[config.mk]
export PLATFORM = sky130hd
export DESIGN_NAME = tensor_operand_collector
export DESIGN_NICKNAME = d
export VERILOG_FILES = /design/src/rtl/tensor_operand_collector.sv
export SDC_FILE = /design/constraint.sdc
export NUM_CORES = 1
export LEC_CHECK = 0
export CAP_MARGIN = 10
export CORE_AREA = 2 2 362 364
export CTS_CLUSTER_SIZE = 25
export DETAILED_ROUTE_END_ITERATION = 8
export DIE_AREA = 0 0 364 366
export DONT_BUFFER_PORTS = 1
export PLACE_DENSITY = 0.42
export SETUP_SLACK_MARGIN = 0.05
export SKIP_LAST_GASP = 1
export SLEW_MARGIN = 30
export SYNTH_ARGS = -nofsm -noshare
export SYNTH_HDL_FRONTEND = slang
export SYNTH_SLANG_ARGS = --single-unit
[constraint.sdc]
create_clock -name clk -period 15.93 [get_ports clk]
set_input_delay 0.7965 -clock clk [delete_from_list [all_inputs] [get_ports clk]]
set_output_delay 0.7965 -clock clk [all_outputs]
set_load 0.02 [all_outputs]
[src/rtl/tensor_operand_collector.sv]
// Operand collector ahead of the tensor thread-group stage.
// Accepts one MMA request, gathers one A row, THREAD_GROUP_SIZE B rows and an
// optional C row as row-wide beats, then offers the full operand set to the
// thread group. A new request can be taken in the same cycle the set issues.
module tensor_operand_collector #(
    parameter int XLEN              = 32,
    parameter int THREAD_GROUP_SIZE = 4,
    parameter int RD_BITS           = 5
) (
    input  logic                                            clk,
    input  logic                                            reset,
    input  logic                                            req_valid,
    output logic                                            req_ready,
    input  logic [RD_BITS-1:0]                              req_rd,
    input  logic                                            req_wb,
    input  logic                                            req_fmt_in,
    input  logic                                            req_fmt_out,
    input  logic                                            beat_valid,
    output logic                                            beat_ready,
    input  logic [THREAD_GROUP_SIZE*XLEN-1:0]               beat_data,
    output logic                                            out_valid,
    input  logic                                            out_ready,
    output logic [RD_BITS-1:0]                              out_rd,
    output logic                                            out_wb,
    output logic                                            out_fmt_in,
    output logic                                            out_fmt_out,
    output logic [THREAD_GROUP_SIZE*XLEN-1:0]               out_vec_a,
    output logic [THREAD_GROUP_SIZE*THREAD_GROUP_SIZE*XLEN-1:0] out_vec_b,
    output logic [THREAD_GROUP_SIZE*XLEN-1:0]               out_vec_c,
    output logic                                            busy
);

    localparam int ROW_W = THREAD_GROUP_SIZE * XLEN;
    localparam int CNT_W = (THREAD_GROUP_SIZE > 1) ? $clog2(THREAD_GROUP_SIZE) : 1;
    localparam logic [CNT_W-1:0] B_LAST = CNT_W'(THREAD_GROUP_SIZE - 1);

    typedef enum logic [2:0] {
        IDLE,
        LOAD_A,
        LOAD_B,
        LOAD_C,
        ISSUE
    } state_t;

    state_t                 state_reg;
    state_t                 state_next;

    logic [CNT_W-1:0]       b_cnt_reg;
    logic [RD_BITS-1:0]     rd_reg;
    logic                   wb_reg;
    logic                   fmt_in_reg;
    logic                   fmt_out_reg;
    logic [ROW_W-1:0]       a_reg;
    logic [ROW_W-1:0]       c_reg;
    logic [ROW_W-1:0]       b_reg [THREAD_GROUP_SIZE];

    logic                   req_take;
    logic                   beat_take;
    logic                   b_is_last;

    // Handshake strobes; readies depend only on state and out_ready.
    assign req_take  = req_valid  && req_ready;
    assign beat_take = beat_valid && beat_ready;
    assign b_is_last = (b_cnt_reg == B_LAST);

    // State register.
    always_ff @(posedge clk) begin
        if (reset) begin
            state_reg <= IDLE;
        end else begin
            state_reg <= state_next;
        end
    end

    // Next-state and handshake outputs.
    always_comb begin
        state_next = state_reg;
        req_ready  = 1'b0;
        beat_ready = 1'b0;
        out_valid  = 1'b0;
        case (state_reg)
            IDLE: begin
                req_ready = 1'b1;
                if (req_valid) begin
                    state_next = LOAD_A;
                end
            end
            LOAD_A: begin
                beat_ready = 1'b1;
                if (beat_valid) begin
                    state_next = LOAD_B;
                end
            end
            LOAD_B: begin
                beat_ready = 1'b1;
                if (beat_valid && b_is_last) begin
                    state_next = wb_reg ? LOAD_C : ISSUE;
                end
            end
            LOAD_C: begin
                beat_ready = 1'b1;
                if (beat_valid) begin
                    state_next = ISSUE;
                end
            end
            ISSUE: begin
                out_valid = 1'b1;
                // The slot frees up exactly when the current set is taken.
                req_ready = out_ready;
                if (out_ready) begin
                    state_next = req_valid ? LOAD_A : IDLE;
                end
            end
            default: begin
                state_next = IDLE;
            end
        endcase
    end

    // Request metadata and operand rows; B row index advances only on beats.
    always_ff @(posedge clk) begin
        if (reset) begin
            b_cnt_reg   <= '0;
            rd_reg      <= '0;
            wb_reg      <= 1'b0;
            fmt_in_reg  <= 1'b0;
            fmt_out_reg <= 1'b0;
            a_reg       <= '0;
            c_reg       <= '0;
            for (int r = 0; r < THREAD_GROUP_SIZE; r++) begin
                b_reg[r] <= '0;
            end
        end else begin
            if (req_take) begin
                rd_reg      <= req_rd;
                wb_reg      <= req_wb;
                fmt_in_reg  <= req_fmt_in;
                fmt_out_reg <= req_fmt_out;
                // A wb=0 op must present C as zero, so drop any stale row now.
                c_reg       <= '0;
            end
            if (beat_take) begin
                case (state_reg)
                    LOAD_A: begin
                        a_reg     <= beat_data;
                        b_cnt_reg <= '0;
                    end
                    LOAD_B: begin
                        b_reg[b_cnt_reg] <= beat_data;
                        if (!b_is_last) begin
                            b_cnt_reg <= b_cnt_reg + CNT_W'(1);
                        end
                    end
                    LOAD_C: begin
                        c_reg <= beat_data;
                    end
                    default: begin
                    end
                endcase
            end
        end
    end

    assign out_rd      = rd_reg;
    assign out_wb      = wb_reg;
    assign out_fmt_in  = fmt_in_reg;
    assign out_fmt_out = fmt_out_reg;
    assign out_vec_a   = a_reg;
    assign out_vec_c   = c_reg;
    assign busy        = (state_reg != IDLE);

    // Flatten B rows, row 0 in the LSBs.
    generate
        for (genvar gi = 0; gi < THREAD_GROUP_SIZE; gi++) begin : g_b_rows
            assign out_vec_b[gi*ROW_W +: ROW_W] = b_reg[gi];
        end
    endgenerate

endmodule

Word-level counts from Yosys, hierarchy flattened
Memories as Yosys holds them, arrays and structs flattened.
Cells that the tools add are included.

word-level totals
  bits of input ports = 141
  logic and storage cells = 57
  register bits = 269
  memories kept = 1
  output and inout port bits = 780
  bits in writable memories = 512

cells by class
  reductions and logical operators = 11
  $add $sub $neg = 1
  multiplexer cells = 25
  eq/ne operators = 11

memories
  memory  depth  width  read ports  clocked after memory_dff  wr ports  line  RTL
  b_reg   4      128    4           0                         4         55    logic [ROW_W-1:0] b_reg [THREAD_GROUP_SIZE];

operators with widths
  operator                                                         number
  128-bit two-way mux                                              4
  128-bit OR reduction                                             1
  3-bit two-way mux                                                6
  3-bit one-hot mux with 5 select lines                            1
  2-bit != test, second input constant                             6
  1-bit two-way mux                                                10
  3-bit by 2-bit == test with 1-bit output, second input constant  2
  5-bit AND reduction                                              1
  2-bit two-way mux                                                2
  2-bit one-hot mux with 2 select lines                            1
  3-bit by 1-bit == test with 1-bit output, second input constant  1
  3-bit == test, second input constant                             1
  1-bit logical AND                                                3
  3-bit logical NOT                                                1
  3-bit AND reduction                                              1
  3-bit nonzero test                                               1
  3-bit OR reduction                                               1
  2-bit by 1-bit adder with 2-bit output, second input constant    1
  2-bit == test, second input constant                             1
  1-bit one-hot mux with 2 select lines                            1
  2-bit AND reduction                                              1
  2-bit nonzero test                                               1

Longest topological paths before layout
  depth in word-level cells = 9
  gate-level depth with buffers = 6
  mapped depth without buffers = 4

Least setup slack after synthesis
Ideal clock, no wire load.

  path kind = input to register
  start = in beat_valid
  end = mem b_reg[3][0] (netlist bit) (enable)
  required time = 15.138 ns
  library setup time = 0.792 ns
  setup slack = 5.317 ns
  stages on the path = 2
  path buffers = 0
  arrival = 9.821 ns
  cells stage by stage = nand3_1 -> o21ai_0

RTL lines
  element      line  RTL
  from (decl)  18    input logic beat_valid,
  to (decl)    55

==> impl_metrics.tcl <==
set metrics [dict create \
    status "completed" \
    grtUsageTotal 0.147 \
    dp.cells 3662 \
    final.min_clock_period_ps 3640 \
    vias 16700 \
    synth_top_cell_area_share 0.549 \
    drc 0 \
    cts_resized 0 \
    min_path_cells 1 \
    slew_headroom 0.341 \
    die_y_um 366 \
    maxCapViolations 0 \
    core_sq_um 129000 \
    power.density_nw_per_um2 149 \
    yosysUniqueCellTypes 40 \
    synth-seq-cells 781 \
    rsz0062_at_grt "no" \
    largest_register_ffs 512 \
    seq_area_frac_synth 0.741 \
    port_buffers 0 \
    globalRouteMet2Util 0.251 \
    fin_crit_sh 0.229 \
    drive_above_1_share 0.0872 \
    nets 2154 \
    clock-root-buffer "clkbuf_16" \
    syn-num-nets 2179 \
    synth_edf_count 512 \
    synth_top_area_cell "edfxtp_1" \
    initial_core_util 0.217 \
    synth-compound-area-share 0.0747 \
    viasPerCell 4.35 \
    report.final.setup_viol 0 \
    wirelength_um 102000 \
    synth_fa_ha_area_frac 0.000446 \
    h-tree-depth 3 \
    syn2layout_area_growth_pct 17.4 \
    post_drt_wl_per_cell_um 26.6 \
    cts.clk_slew.worst_paths_ps 70 \
    clock_sinks 781 \
    clk-insertion-delay-late_ps 690 \
    worstReg2RegStart "state_reg[1]" \
    finalHoldViolCount 0 \
    cp_max_fo 53 \
    grt.busiest_layer "met2" \
    r2r_setup_slack_ps 12290 \
    avgSynthCellArea_sq_um 13.8 \
    tightest_slew_ps 988 \
    dieArea_sq_um 133000 \
    endpoint_kind "register" \
    start_kind "register" \
    cts_buffers 89 \
    syn_inst 2037 \
    final_cell_count_no_fill 3835 \
    vdd_drop_max_mv 0.0974 \
    reg2regPathDepth 5 \
    cts_tree "built" \
    synth_most_common_cell "and2_1" \
    grt_pass1_wl_um 139000 \
    antenna_left 0 \
    yosys-top-cells-count "and2_1, edfxtp_1, dfxtp_1, nand2_1, a21oi_1" \
    grtUsageMet3 0.0525 \
    rows 132 \
    crit_arrival_ps 3940 \
    fin_skew_ps 29.3 \
    grt_max_degree 151 \
    required_ps 16220 \
    grt_pass1_vias 16300 \
    drt_iter0_drc 1302 \
    cts_buffer_depth 3 \
    hpwl_um 69400 \
    multi_input_comb_area_sq_um 6710 \
    antenna_found_initial 6 \
    dr.pass1.iters 5 \
    synthMuxAreaShare 0.00112 \
    fmax_mhz 274 \
    synth-xor-area-share 0 \
    power.leakage_nw 11.4 \
    place.gp.congestion 0.792 \
    met1_usage 0.168 \
    p_total_mw 4.91 \
    netlist_area_sq_um 28000 \
    n_fill_cell 13300 \
    finalMaxSlewViolations 0 \
    cts_setup_buffers 0 \
    crit_type "register to register" \
    hold_class "input port to register" \
    hold_ws_ps 190 \
    hp-start "reset" \
    postCtsHoldBufs 0 \
    die_w_um 364 \
    synth_warnings 0 \
    regArea_sq_um 20800 \
    hold_end "out_vec_a[4]" \
    synth_top_family_by_area "simple AND/OR/NAND/NOR gates" \
    yosys.area_share.simple 0.160 \
    synth_area_leaders "edfxtp_1, dfxtp_1, and2_1" \
    synth_top_flop_cell "edfxtp_1" \
    fin_tns_setup_ps 0 \
    reg2reg_to "b_reg[1][108]" \
    grt-ovfl-total 0 \
    synthArstFlopShare 0 \
    io_pins 921 \
]
[power breakdown]
part	switching, mW	internal, mW
Clock	0.851	1.22
Sequential	0.232	2.27
Combinational	0.255	0.0734
[cells in the final DEF (no fill, tap or decap), types with 8 or more instances in the layout]
cell,n
and2_1,513
edfxtp_1,512
dfxtp_1,269
nand2_1,261
a21oi_1,136
a32o_1,129
clkbuf_16,90
buf_4,31
clkbuf_1,28
clkbuf_8,13
clkinv_2,11
nand4_1,8
o31ai_1,8
[metrics by stage]
stage | utilization | cell area, sq um | setup slack (ps)
floorplan | - | 28000 | 5320
global placement | 0.232 | 29900 | 12030
detailed placement | 0.232 | 29900 | 11990
CTS | 0.255 | 32900 | 12130
global route | 0.255 | 32900 | 11950
finish | 0.255 | 32900 | 12290
[cells by family (layout without fill, tap and decap cells)]
group	Yosys count	in the layout
simple gates	816	816
fa+ha+maj	1	1
other cells	0	5
flops	781	781
compound gates	282	282
mux	3	3
buf+inv	154	205
[how the worst max path moves through the flow]
stage                 start       endpoint  slack, ps  depth (start not counted)
6_report       state_reg[1]  b_reg[1][108]      12290                          5
2_1_floorplan    beat_valid    b_reg[3][0]       5320                          2
3_5_place_dp          reset    b_reg[0][2]      11990                          6
5_1_grt        state_reg[1]    b_reg[0][5]      11950                          6
4_1_cts        state_reg[1]  b_reg[1][116]      12130                          5
3_3_place_gp          reset    b_reg[0][2]      12030                          6
[per-layer routing]
| layer | up-vias | wire length (um) |
|---|---|---|
| li1 | 7157 | - |
| met1 | 8464 | 38300 |
| met2 | 893 | 50400 |
| met3 | 152 | 9970 |
| met4 | 0 | 3110 |
| met5 | - | 0 |
[worst max-delay path, stage by stage, from the launching register on]
cell and delay (ps):
dfxtp_1 650, or3b_4 510, nor4_4 420, buf_4 400, or2_4 410, buf_4 680
[final cells by class]
cell class	instances	share of cell area
tap	1742	0.0662
multi-input combinational	1102	0.204
sequential	781	0.631
antenna	5	0.000380
timing repair buffer	34	0.00859
clock inverter	36	0.0126
clock buffer	131	0.0771
inverter	4	0.000456
(Power assumes the default switching activity.)
